==> config.mk <==
export PLATFORM = sky130hd
export DESIGN_NAME = alu_arbiter
export DESIGN_NICKNAME = d
export VERILOG_FILES = /design/src/rtl/alu_arbiter.sv
export SDC_FILE = /design/constraint.sdc
export NUM_CORES = 1
export LEC_CHECK = 0
export CAP_MARGIN = 10
export CORE_AREA = 2 2 209 211
export DETAILED_ROUTE_END_ITERATION = 8
export DIE_AREA = 0 0 211 213
export PLACE_DENSITY_LB_ADDON = 0.08
export SYNTH_ARGS = -nofsm -noshare
export SYNTH_HDL_FRONTEND = slang
export SYNTH_SLANG_ARGS = --single-unit
==> constraint.sdc <==
create_clock -name clk -period 2.25 [get_ports clk]
set_input_delay 0.3375 -clock clk [delete_from_list [all_inputs] [get_ports clk]]
set_output_delay 0.3375 -clock clk [all_outputs]
set_load 0.05 [all_outputs]
==> src/rtl/alu_arbiter.sv <==
// Round-robin arbiter sharing one external 64-bit ALU between two requesters.
// Each accepted op runs IDLE/RESP -> EXEC -> RESP; illegal opcodes skip the ALU.
module alu_arbiter #(
  parameter int XLEN = 64
) (
  input  logic            clk,
  input  logic            reset,
  input  logic            req_valid0,
  output logic            req_ready0,
  input  logic [XLEN-1:0] req_a0,
  input  logic [XLEN-1:0] req_b0,
  input  logic [3:0]      req_op0,
  input  logic            req_valid1,
  output logic            req_ready1,
  input  logic [XLEN-1:0] req_a1,
  input  logic [XLEN-1:0] req_b1,
  input  logic [3:0]      req_op1,
  output logic            resp_valid0,
  output logic            resp_valid1,
  output logic [XLEN-1:0] resp_result,
  output logic            resp_zero,
  output logic            resp_err,
  output logic [XLEN-1:0] alu_a,
  output logic [XLEN-1:0] alu_b,
  output logic [3:0]      alu_op,
  input  logic [XLEN-1:0] alu_result,
  input  logic            alu_zero
);

  localparam logic [1:0] IDLE = 2'd0;
  localparam logic [1:0] EXEC = 2'd1;
  localparam logic [1:0] RESP = 2'd2;

  logic [1:0]            state;
  logic                  last_grant;
  logic                  owner;

  logic [1:0]            valid, ready, acc;
  logic [1:0][XLEN-1:0]  a, b;
  logic [1:0][3:0]       op;
  logic                  open_win;
  logic                  sel;

  assign valid = {req_valid1, req_valid0};
  assign a     = {req_a1, req_a0};
  assign b     = {req_b1, req_b0};
  assign op    = {req_op1, req_op0};

  // Ready is masked while reset is high so nothing looks accepted on a reset edge.
  assign open_win = (state != EXEC) && !reset;

  // A requester wins when it is alone, or when the other one was granted last.
  genvar g;
  generate
    for (g = 0; g < 2; g++) begin : g_grant
      assign ready[g] = open_win && valid[g] &&
                        (!valid[1-g] || (last_grant == 1'(1-g)));
    end
  endgenerate

  assign acc        = valid & ready;
  assign sel        = acc[1];
  assign req_ready0 = ready[0];
  assign req_ready1 = ready[1];

  assign resp_valid0 = (state == RESP) && !owner && !reset;
  assign resp_valid1 = (state == RESP) &&  owner && !reset;

  function automatic logic legal_op(input logic [3:0] o);
    return (o == 4'b0000) || (o == 4'b0001) || (o == 4'b0010) ||
           (o == 4'b0110) || (o == 4'b1100) || (o == 4'b1000);
  endfunction

  always_ff @(posedge clk) begin
    if (reset) begin
      state       <= IDLE;
      last_grant  <= 1'b1;
      owner       <= 1'b0;
      alu_a       <= '0;
      alu_b       <= '0;
      alu_op      <= '0;
      resp_result <= '0;
      resp_zero   <= 1'b0;
      resp_err    <= 1'b0;
    end else if (state == EXEC) begin
      resp_result <= alu_result;
      resp_zero   <= alu_zero;
      resp_err    <= 1'b0;
      state       <= RESP;
    end else if (|acc) begin
      last_grant <= sel;
      owner      <= sel;
      if (legal_op(op[sel])) begin
        alu_a  <= a[sel];
        alu_b  <= b[sel];
        alu_op <= op[sel];
        state  <= EXEC;
      end else begin
        // The ALU keeps its previous operands; the error response is built here.
        resp_result <= '0;
        resp_zero   <= 1'b0;
        resp_err    <= 1'b1;
        state       <= RESP;
      end
    end else begin
      state <= IDLE;
    end
  end

endmodule

-- After elaboration in Yosys (flattened, before gate mapping)
Index checks and enable logic that the tools add are counted.
- bits of input ports: 333
- logic and storage cells: 69
- memories: 0
- output and inout port bits: 202
- bits in latches: 0
- bits in writable memories: 0
- memory bits (read-only): 0
- register bits: 202
- reductions and logical operators: 29
- div/mod/pow operators: 0
- multiplexer cells: 15
- bitwise gates (word level): 5
- order comparisons: 1
- shifts and indexed selects: 0
- eq/ne operators: 9
- add/subtract/negate cells: 0
- multipliers: 0
- operators by type and width (kind ; number):
    64-bit two-way mux ; 7
    1-bit logical AND ; 9
    4-bit equality test (second input constant) ; 2
    4-bit two-way mux ; 2
    1-bit logical OR ; 7
    2-bit two-way mux ; 3
    2-bit AND reduction ; 3
    4-bit by 1-bit equality test with 1-bit output (second input constant) ; 1
    4-bit by 2-bit equality test with 1-bit output (second input constant) ; 1
    4-bit by 3-bit equality test with 1-bit output (second input constant) ; 1
    1-bit zero test ; 4
    4-bit zero test ; 1
    1-bit NOT ; 4
    2-bit OR reduction ; 2
    1-bit two-way mux ; 3
    3-bit AND reduction ; 1
    3-bit OR reduction ; 1
    2-bit AND ; 1
    2-bit by 1-bit equality test with 1-bit output (second input constant) ; 1
    2-bit equality test (second input constant) ; 1
    1-bit by 2-bit < comparator with 1-bit output (second input constant) ; 1
    2-bit by 1-bit inequality test with 1-bit output (second input constant) ; 1
    2-bit inequality test (second input constant) ; 1
    2-bit nonzero test ; 1

-- Logic depth before layout (Yosys ltp)
Gate-level depths: netlist of the first run.
- depth in word-level cells: 16
- gate-level depth with buffers: 9
- depth with buffers taken out: 5

-- Worst setup path before layout of the first run
Ideal clock, no wire load.
- path kind: register to register
- start point: register state[0]
- end point: register alu_a[0]
- stages on the path, launching flop included: 9
- clock period less this slack: 2.281 ns
- required time: 2.116 ns
- data arrival time: 2.147 ns
- slack: -0.031 ns
- buffers on the path: 3
- setup time: 0.134 ns
- cells stage by stage: dfxtp_1 > nor2b_1 > a2111oi_4 > mux2i_1 > and2_1 > clkbuf_1 > clkbuf_1 > buf_2 > a211oi_1
- word-level cells in the longest chain between the ends: 14
- elaborated cells between the ends (all ways): 26
- those cells by class: eq/ne: 7; mux: 4; bitwise: 2; reduce/logical: 13
- ends and longest elaborated chain (element ; RTL line ; RTL):
    from (decl) ; 34 ; logic [1:0] state;
    from (signal assigned) ; 76 ; state <= IDLE;
    from (signal assigned) ; 89 ; state <= RESP;
    from (signal assigned) ; 97 ; state <= EXEC;
    2-bit by 1-bit inequality test with 1-bit output ; 50 ; assign open_win = (state != EXEC) && !reset;
    1-bit logical AND ; 50 ;
    1-bit logical AND (2 in series) ; 56 ; assign ready[g] = open_win && valid[g] &&
    2-bit AND ; 61 ; assign acc = valid & ready;
    4-bit two-way mux (implied by the code) (2 in series) ; 93 ; if (legal_op(op[sel])) begin
    4-bit by 1-bit equality test with 1-bit output / 4-bit zero test (equally long branches) ; 70 ; return (o == 4'b0000) || (o == 4'b0001) || (o == 4'b0010) ||
    1-bit logical OR (3 in series) ; 70 ;
    1-bit logical OR (2 in series) ; 71 ; (o == 4'b0110) || (o == 4'b1100) || (o == 4'b1000);
    3-bit AND reduction (no source line) ; -- ;
    to (signal assigned) ; 94 ; alu_a <= a[sel];
    to (decl) ; 23 ; output logic [XLEN-1:0] alu_a,
Several ways; a longest one is shown, not always the timed one. The select of a mux whose other input is x is not followed.
A chain may end at the register's enable or synchronous reset.

-- Worst setup path in the final report of the first run
- start point: input port req_valid1
- end point: output port req_ready1
- word-level cells in the longest chain between the ends: 2
- ends and longest elaborated chain (element ; RTL line ; RTL):
    from (decl) ; 13 ; input logic req_valid1,
    1-bit logical AND (2 in series) ; 56 ;
    to (decl) ; 14 ; output logic req_ready1,
Every way passes these cells.

==> parameters.txt, run 1 <==
Parameter                              Value

Status
  Status    complete, no violations

Critical path
  Critical Path RT    ~1.9 ns
  Worst EP arrival    around 1.8 ns
  Peak fanout along the critical path    8
  Path type of the worst setup path    primary input to output port
  Crit. End Element    output port
  Sort of element at the start of the critical path    primary input
  Number of cell instances on the worst register-to-register path    7

Route
  Total number of vias    about 8400
  WL per Instance    roughly 20 um
  Remaining routing DRC violations    0
  Vias per cell    approximately 4.5
  Initial DRC Count    about 240
  First-pass detailed-route iteration total    4
  Antenna Nets Post-Route    0
  Detailed-route wire length    between 30 and 40 mm

Place
  Cells after DPL    ~1800
  Placer congestion estimate    ~0.73
  Worst-case setup slack after placement    -0.309 ns
  IO buf count    about 530
  Half-perimeter wire length of the detailed placement result    28.9 mm

Global routing
  Busiest layer in global routing    met2
  Total overflow reported by the global router    0
  Global-route usage over all layers    16.2%
  M2 GR Usage    between 20 and 30%
  Wire length of the first global-routing pass    55.3 mm
  Met3 track demand over resource    5.49%
  Number of antenna violations at the first check in global routing    5
  Met1 global-route usage    a little under a fifth
  Vias in the first global route    about 8600
  Largest net degree at the start of global routing    between 70 and 80

Layout
  Final #Nets    1660
  Commonest cells after routing, fill and taps aside    sky130_fd_sc_hd__clkdlybuf4s50_1, sky130_fd_sc_hd__dfxtp_1, sky130_fd_sc_hd__mux2i_1
  Flip-flop and latch area    a little over 4000 um2
  Post-layout util    between 30% and 40%
  Area of the multi-input gates    3840 um2
  Final Non-Filler Cells    1892
  Syn-to-layout area delta    89.0%
  Most common cell after layout, fill and taps aside    sky130_fd_sc_hd__clkdlybuf4s50_1
  Fill cell count    ~4300
  Ratio of cells with drive above 1 in the final layout    8.48%

Yosys
  Simple-gate portion of the synthesized area    1.20%
  Number of register bits inferred by synthesis    a little over 200
  Library cell with the largest summed area after synthesis    sky130_fd_sc_hd__dfxtp_1
  Synth Area per Inst    roughly 10 um2
  Post-synthesis sequential area ratio    around half
  Synth Area in Compound Gates    approximately 28%
  Fraction of synthesized cell area in xor and xnor cells    0%
  Post-synthesis mux area share    ~17%
  Cell Area, Synth    slightly above 8000 um2
  Synth area leaders    sky130_fd_sc_hd__dfxtp_1, sky130_fd_sc_hd__mux2i_1, sky130_fd_sc_hd__a211oi_1
  Area fraction of the dominant cell type after synthesis    49.3%
  Synthesis warning total    0
  Synthesized-area fraction occupied by adder cells    0%
  Post-Synthesis Net Count    between 1000 and 1500
  Number of distinct library cells after synthesis    25
  Syn Inst Count    a little under 800
  Dominant combinational cell family by area after synthesis    compound AO/OA/AOI/OAI gates

STA
  Final worst path period share    between 90% and 100%
  Number of failing setup endpoints in the final timing report    0
  RSZ-0062 raised after global routing    no
  Setup_tns    0 ns
  Min cycle time layout    2.14 ns
  Rel. slew slack    between 40% and 50%
  Final hold violations    0
  Largest clock skew in the final design    approximately 0.012 ns
  Worst Tran Pin Value    ~0.87 ns
  Final Hold Slack    0.129 ns
  Slew Limit Fails    0
  Minimum setup slack in the final design    around 0.11 ns
  Maximum frequency from static timing analysis    around 0.47 GHz

Min path
  Min-Delay Path Class    primary input to flip-flop
  Number of instances on the worst hold path    3

Power
  Leakage power total    about 5.4 nW
  Worst vdd ir    487 uV
  Power density relative to cell area    roughly 710 nW/um2

Job
  Number of max-cap violations    0

Floorplanning
  Area enclosed by the die boundary    between 40000 and 50000 um2
  Vertical extent of the die    around 210 um
  I/O pin total    535
  Standard-cell rows    76
  Starting density of the core    19.2%
  Die span in x    around 210 um
  Area inside the core boundary    42700 um2

Clock tree
  Number of clock buffers inserted by TritonCTS    25
  Clock root buffer    sky130_fd_sc_hd__clkbuf_16
  Clock insertion delay at the later pin of the skew report    0.54 ns
  Clock tree from TritonCTS    built
  Number of clock sinks    around 200
  Clock-pin slew of the registers on the worst-case setup and hold paths    ~0.06 ns
  Worst-case clock buffer depth    3
  H-tree levels    1
  Quantity of hold-fixing buffers added after cts    0
## synth_stat cells
cell type                   number
sky130_fd_sc_hd__inv_1           2
sky130_fd_sc_hd__a22o_1         65
sky130_fd_sc_hd__nor3_1          3
sky130_fd_sc_hd__mux2_1          1
sky130_fd_sc_hd__nor3b_1         1
sky130_fd_sc_hd__dfxtp_1       202
sky130_fd_sc_hd__mux2i_1       137
sky130_fd_sc_hd__a211oi_1      132
sky130_fd_sc_hd__clkbuf_1       60
sky130_fd_sc_hd__nand2_1         5
sky130_fd_sc_hd__nor2b_1         1
sky130_fd_sc_hd__a21oi_1       133
sky130_fd_sc_hd__a311oi_1        1
sky130_fd_sc_hd__nand2b_1        3
sky130_fd_sc_hd__o21ai_0         1
sky130_fd_sc_hd__o21bai_1        1
sky130_fd_sc_hd__o21a_1          3
sky130_fd_sc_hd__buf_1           9
sky130_fd_sc_hd__a2111oi_4       1
sky130_fd_sc_hd__and2_1          1
sky130_fd_sc_hd__buf_2          19
sky130_fd_sc_hd__o22ai_1         1
sky130_fd_sc_hd__nor2_1          7
sky130_fd_sc_hd__a31o_1          1
sky130_fd_sc_hd__a31oi_1         1
## path summary, 6_finish.rpt
| path | start | slack, ns | to |
|---|---|---|---|
| worst max-delay path | req_valid1 | 0.11 | req_ready1 |
| worst min-delay path | reset | 0.13 | last_grant$_SDFFE_PP1P_ |
| worst max register to register | state[0]$_SDFF_PP0_ | 0.24 | alu_a[27]$_SDFFE_PP0P_ |
| worst min register to register | resp_result[22]$_SDFFE_PP0P_ | 0.48 | resp_result[22]$_SDFFE_PP0P_ |
## layer usage
| metal | vias to the layer above | share of wire [%] |
|---|---|---|
| met4 | 8 | 1.6 |
| met3 | 46 | 8.5 |
| li1 | 4105 | - |
| met2 | 326 | 50 |
| met5 | - | 0.15 |
| met1 | 3937 | 40 |
## cell families after synthesis
logic type / Yosys count
AOI/OAI and AO/OA: 340
buffers and inverters: 90
DFF: 202
muxes: 138
and+or+nand+nor: 21
## registers in the layout (all words and copies together) (netlist names)
signal / count
last_grant: 1
alu_op: 4
owner: 1
resp_zero: 1
alu_b: 64
alu_a: 64
resp_result: 64
resp_err: 1
state: 2
## layout make-up
| type | count | share of cell area (%) |
|---|---|---|
| inverters | 2 | 0.0484 |
| clock buffers | 41 | 4.94 |
| clock inverters | 3 | 0.121 |
| repair buffers | 597 | 39.6 |
| diodes | 2 | 0.0323 |
| well taps | 546 | 4.41 |
| multi-input cells | 499 | 24.8 |
| flip-flops and latches | 202 | 26.1 |
## where the power goes
group | internal (W) | switching, W
Clock | 0.00230 | 0.00159
Combinational | 0.00140 | 0.00174
Sequential | 0.00382 | 0.000130
## timing repair
item                                   in CTS  in global routing
gates resized for setup                     4                  2
endpoints found under the hold margin       0                  0
gates cloned                                1                  0
setup buffers                               2                  2
setup endpoints to repair                   2                 10
pin swaps                                   1                  1
## per-stage QoR
stage	area [um2]	total power, W
floorplan	8210	0.00561
global route	15500	0.0115
CTS	15500	0.0112
global placement	14600	0.00717
detailed placement	14600	0.00718
finish	15500	0.0110
## critical path, cell delays in order
cell and delay [ns]:
sky130_fd_sc_hd__clkdlybuf4s50_1 0.49, sky130_fd_sc_hd__inv_1 0.07, sky130_fd_sc_hd__a2111oi_4 0.36, sky130_fd_sc_hd__buf_6 0.16, sky130_fd_sc_hd__buf_12 0.11, sky130_fd_sc_hd__buf_12 0.13
sky130_fd_sc_hd__buf_12 0.13
(Power assumes the default switching activity.)
==> inputs of run 2 (changes only) <==
--- a/config.mk
+++ b/config.mk
@@ -10,6 +10,7 @@
 export DETAILED_ROUTE_END_ITERATION = 8
 export DIE_AREA = 0 0 211 213
 export PLACE_DENSITY_LB_ADDON = 0.08
+export REMOVE_ABC_BUFFERS = 1
 export SYNTH_ARGS = -nofsm -noshare
 export SYNTH_HDL_FRONTEND = slang
 export SYNTH_SLANG_ARGS = --single-unit
==> run 2 against run 1 <==
Net effect:
- setup slack got worse by 0.0032 ns
- critical path depth is 2 lower
- combinational power grew 2%
- via count fell by 0.40%
- flip-flop and latch count stayed put
- die area is the same
- highest routed layer is now met4
==> parameters.txt, run 2 (same netlist as run 1, synthesis figures left out) <==
Parameter                              Value

Floorplanning
  Starting density of the core    approximately a fifth
  Standard-cell rows    76
  Die span in x    ~210 um
  I/O pin total    about 540
  Vertical extent of the die    approximately 210 um
  Area inside the core boundary    42700 um2
  Area enclosed by the die boundary    about 45000 um2

Clock tree
  Clock insertion delay at the later pin of the skew report    between 0.5 and 0.6 ns
  Clock root buffer    sky130_fd_sc_hd__clkbuf_16
  H-tree levels    1
  Number of clock sinks    between 200 and 250
  Worst-case clock buffer depth    3
  Number of clock buffers inserted by TritonCTS    26
  Clock-pin slew of the registers on the worst-case setup and hold paths    0.06 ns
  Clock tree from TritonCTS    built

Power
  Leakage power total    roughly 5.5 nW
  Combinational power share    between 20% and 30%
  Worst vdd ir    469 uV
  Portion of total power attributed to the clock network    36.9%
  Sequential share of power    between 30% and 40%
  Total chip power    ~0.011 W
  Net switching share of the total power    ~31%
  NetSw    about 0.0035 W
  Cell-internal power    roughly 0.0078 W
  Power density relative to cell area    about 700 nW/um2

Min path
  Number of instances on the worst hold path    4
  Min-Delay Path Class    primary input to flip-flop

STA
  Final worst path period share    95.4%
  Largest clock skew in the final design    0.0135 ns
  RSZ-0062 raised after global routing    yes
  Worst Tran Pin Value    roughly 0.74 ns
  Final Hold Slack    0.297 ns
  Minimum setup slack in the final design    between 0.1 and 0.15 ns
  Maximum frequency from static timing analysis    ~0.47 GHz
  Rel. slew slack    50.8%
  Min cycle time layout    2.15 ns
  Final hold violations    0
  Slew Limit Fails    0
  Number of failing setup endpoints in the final timing report    0

Place
  Half-perimeter wire length of the detailed placement result    28.9 mm
  IO buf count    between 500 and 600
  Worst-case setup slack after placement    -0.273 ns
  Placer congestion estimate    about 0.73
  Post-place instance area    14800 um2

Route
  WL per Instance    between 20 and 25 um
  Detailed-route wire length    38.2 mm
  Antenna Nets Post-Route    0
  First-pass detailed-route iteration total    6
  Initial DRC Count    approximately 350
  Vias per cell    ~4.4
  Total number of vias    8388
  Remaining routing DRC violations    0

Layout
  Fill cell count    approximately 4300
  Most common cell after layout, fill and taps aside    sky130_fd_sc_hd__clkdlybuf4s50_1
  Syn-to-layout area delta    91.6%
  Final #Nets    around 1700
  Leading registers by flop count    alu_a x64, alu_b x64, resp_result x64
  Post-route cell area    ~16000 um2
  Post-layout util    between 30 and 40%
  Ratio of cells with drive above 1 in the final layout    under 10%
  Commonest cells after routing, fill and taps aside    sky130_fd_sc_hd__clkdlybuf4s50_1, sky130_fd_sc_hd__dfxtp_1, sky130_fd_sc_hd__mux2i_1

Critical path
  Number of cell instances on the worst register-to-register path    8
  Peak fanout along the critical path    11
  Sort of element at the start of the critical path    flip-flop
  Worst EP arrival    around 1.8 ns
  Critical Path RT    approximately 1.9 ns
  Crit. End Element    output port
  Path type of the worst setup path    flip-flop to output port

Global routing
  Largest net degree at the start of global routing    approximately 120
  Global-route usage over all layers    around 16%
  Vias in the first global route    approximately 8700
  Number of antenna violations at the first check in global routing    3
  Wire length of the first global-routing pass    55.4 mm
  Total overflow reported by the global router    0

Status
  Status    complete, no violations

Job
  Number of max-cap violations    0
[run 2: metrics by stage]
step / std cells / setup TNS (ns)
after floorplan: 703 / -3052.86
after detailed placement: 1851 / -35.73
final: 1906 / 0
after global routing: 1906 / -0.187
after CTS: 1901 / -0.00419
after global placement: 1851 / -35.53
[run 2: critical path, stage by stage (launching register included)]
cell and delay [ns]:
sky130_fd_sc_hd__dfxtp_1 0.31, sky130_fd_sc_hd__nor2b_2 0.18, sky130_fd_sc_hd__a2111oi_4 0.35, sky130_fd_sc_hd__buf_6 0.16, sky130_fd_sc_hd__buf_12 0.13, sky130_fd_sc_hd__buf_12 0.14
[run 2: power groups by stage]
| stage | registers (W) | clock network, W | logic, W |
|---|---|---|---|
| floorplan | 0.00483 | 0 | 0.000788 |
| global placement | 0.00402 | 0 | 0.00320 |
| detailed placement | 0.00402 | 0 | 0.00320 |
| CTS | 0.00395 | 0.00436 | 0.00323 |
| global route | 0.00398 | 0.00450 | 0.00337 |
| finish | 0.00395 | 0.00418 | 0.00318 |
[run 2: area by class of cell]
| class | instances | area, um2 | share of cell area (%) |
|---|---|---|---|
| timing repair buffer | 606 | 6280 | 39.9 |
| multi-input combinational | 499 | 3840 | 24.4 |
| clock inverter | 5 | 50.0 | 0.318 |
| sequential | 202 | 4040 | 25.7 |
| tap | 546 | 683 | 4.34 |
| antenna | 4 | 10.0 | 0.0637 |
| inverter | 2 | 7.51 | 0.0477 |
| clock buffer | 42 | 812 | 5.16 |
[run 2: repair_timing]
item	4_1_cts	5_1_grt
endpoints found under the setup margin	2	2
setup buffers	2	2
cloned	1	0
hold buffers	0	0
pin swaps	1	1
gates resized for setup	1	3
[run 2: worst paths after layout]
| check | from | end | slack [ns] |
|---|---|---|---|
| setup / recovery | state[0]$_SDFF_PP0_ | req_ready1 | 0.10 |
| hold / removal | reset | resp_err$_SDFFE_PP0P_ | 0.30 |
| setup reg to reg | state[0]$_SDFF_PP0_ | alu_b[33]$_SDFFE_PP0P_ | 0.11 |
| hold reg to reg | resp_err$_SDFFE_PP0P_ | resp_err$_SDFFE_PP0P_ | 0.47 |
[run 2: per-layer routing]
layer / GRT usage (%) / up-vias / share of wire (%)
li1: - / 4129 / -
met1: 19.0 / 3925 / 40
met2: 28.8 / 278 / 51
met3: 3.69 / 56 / 6.4
met4: 5.66 / 0 / 2.7
met5: 0 / - / 0
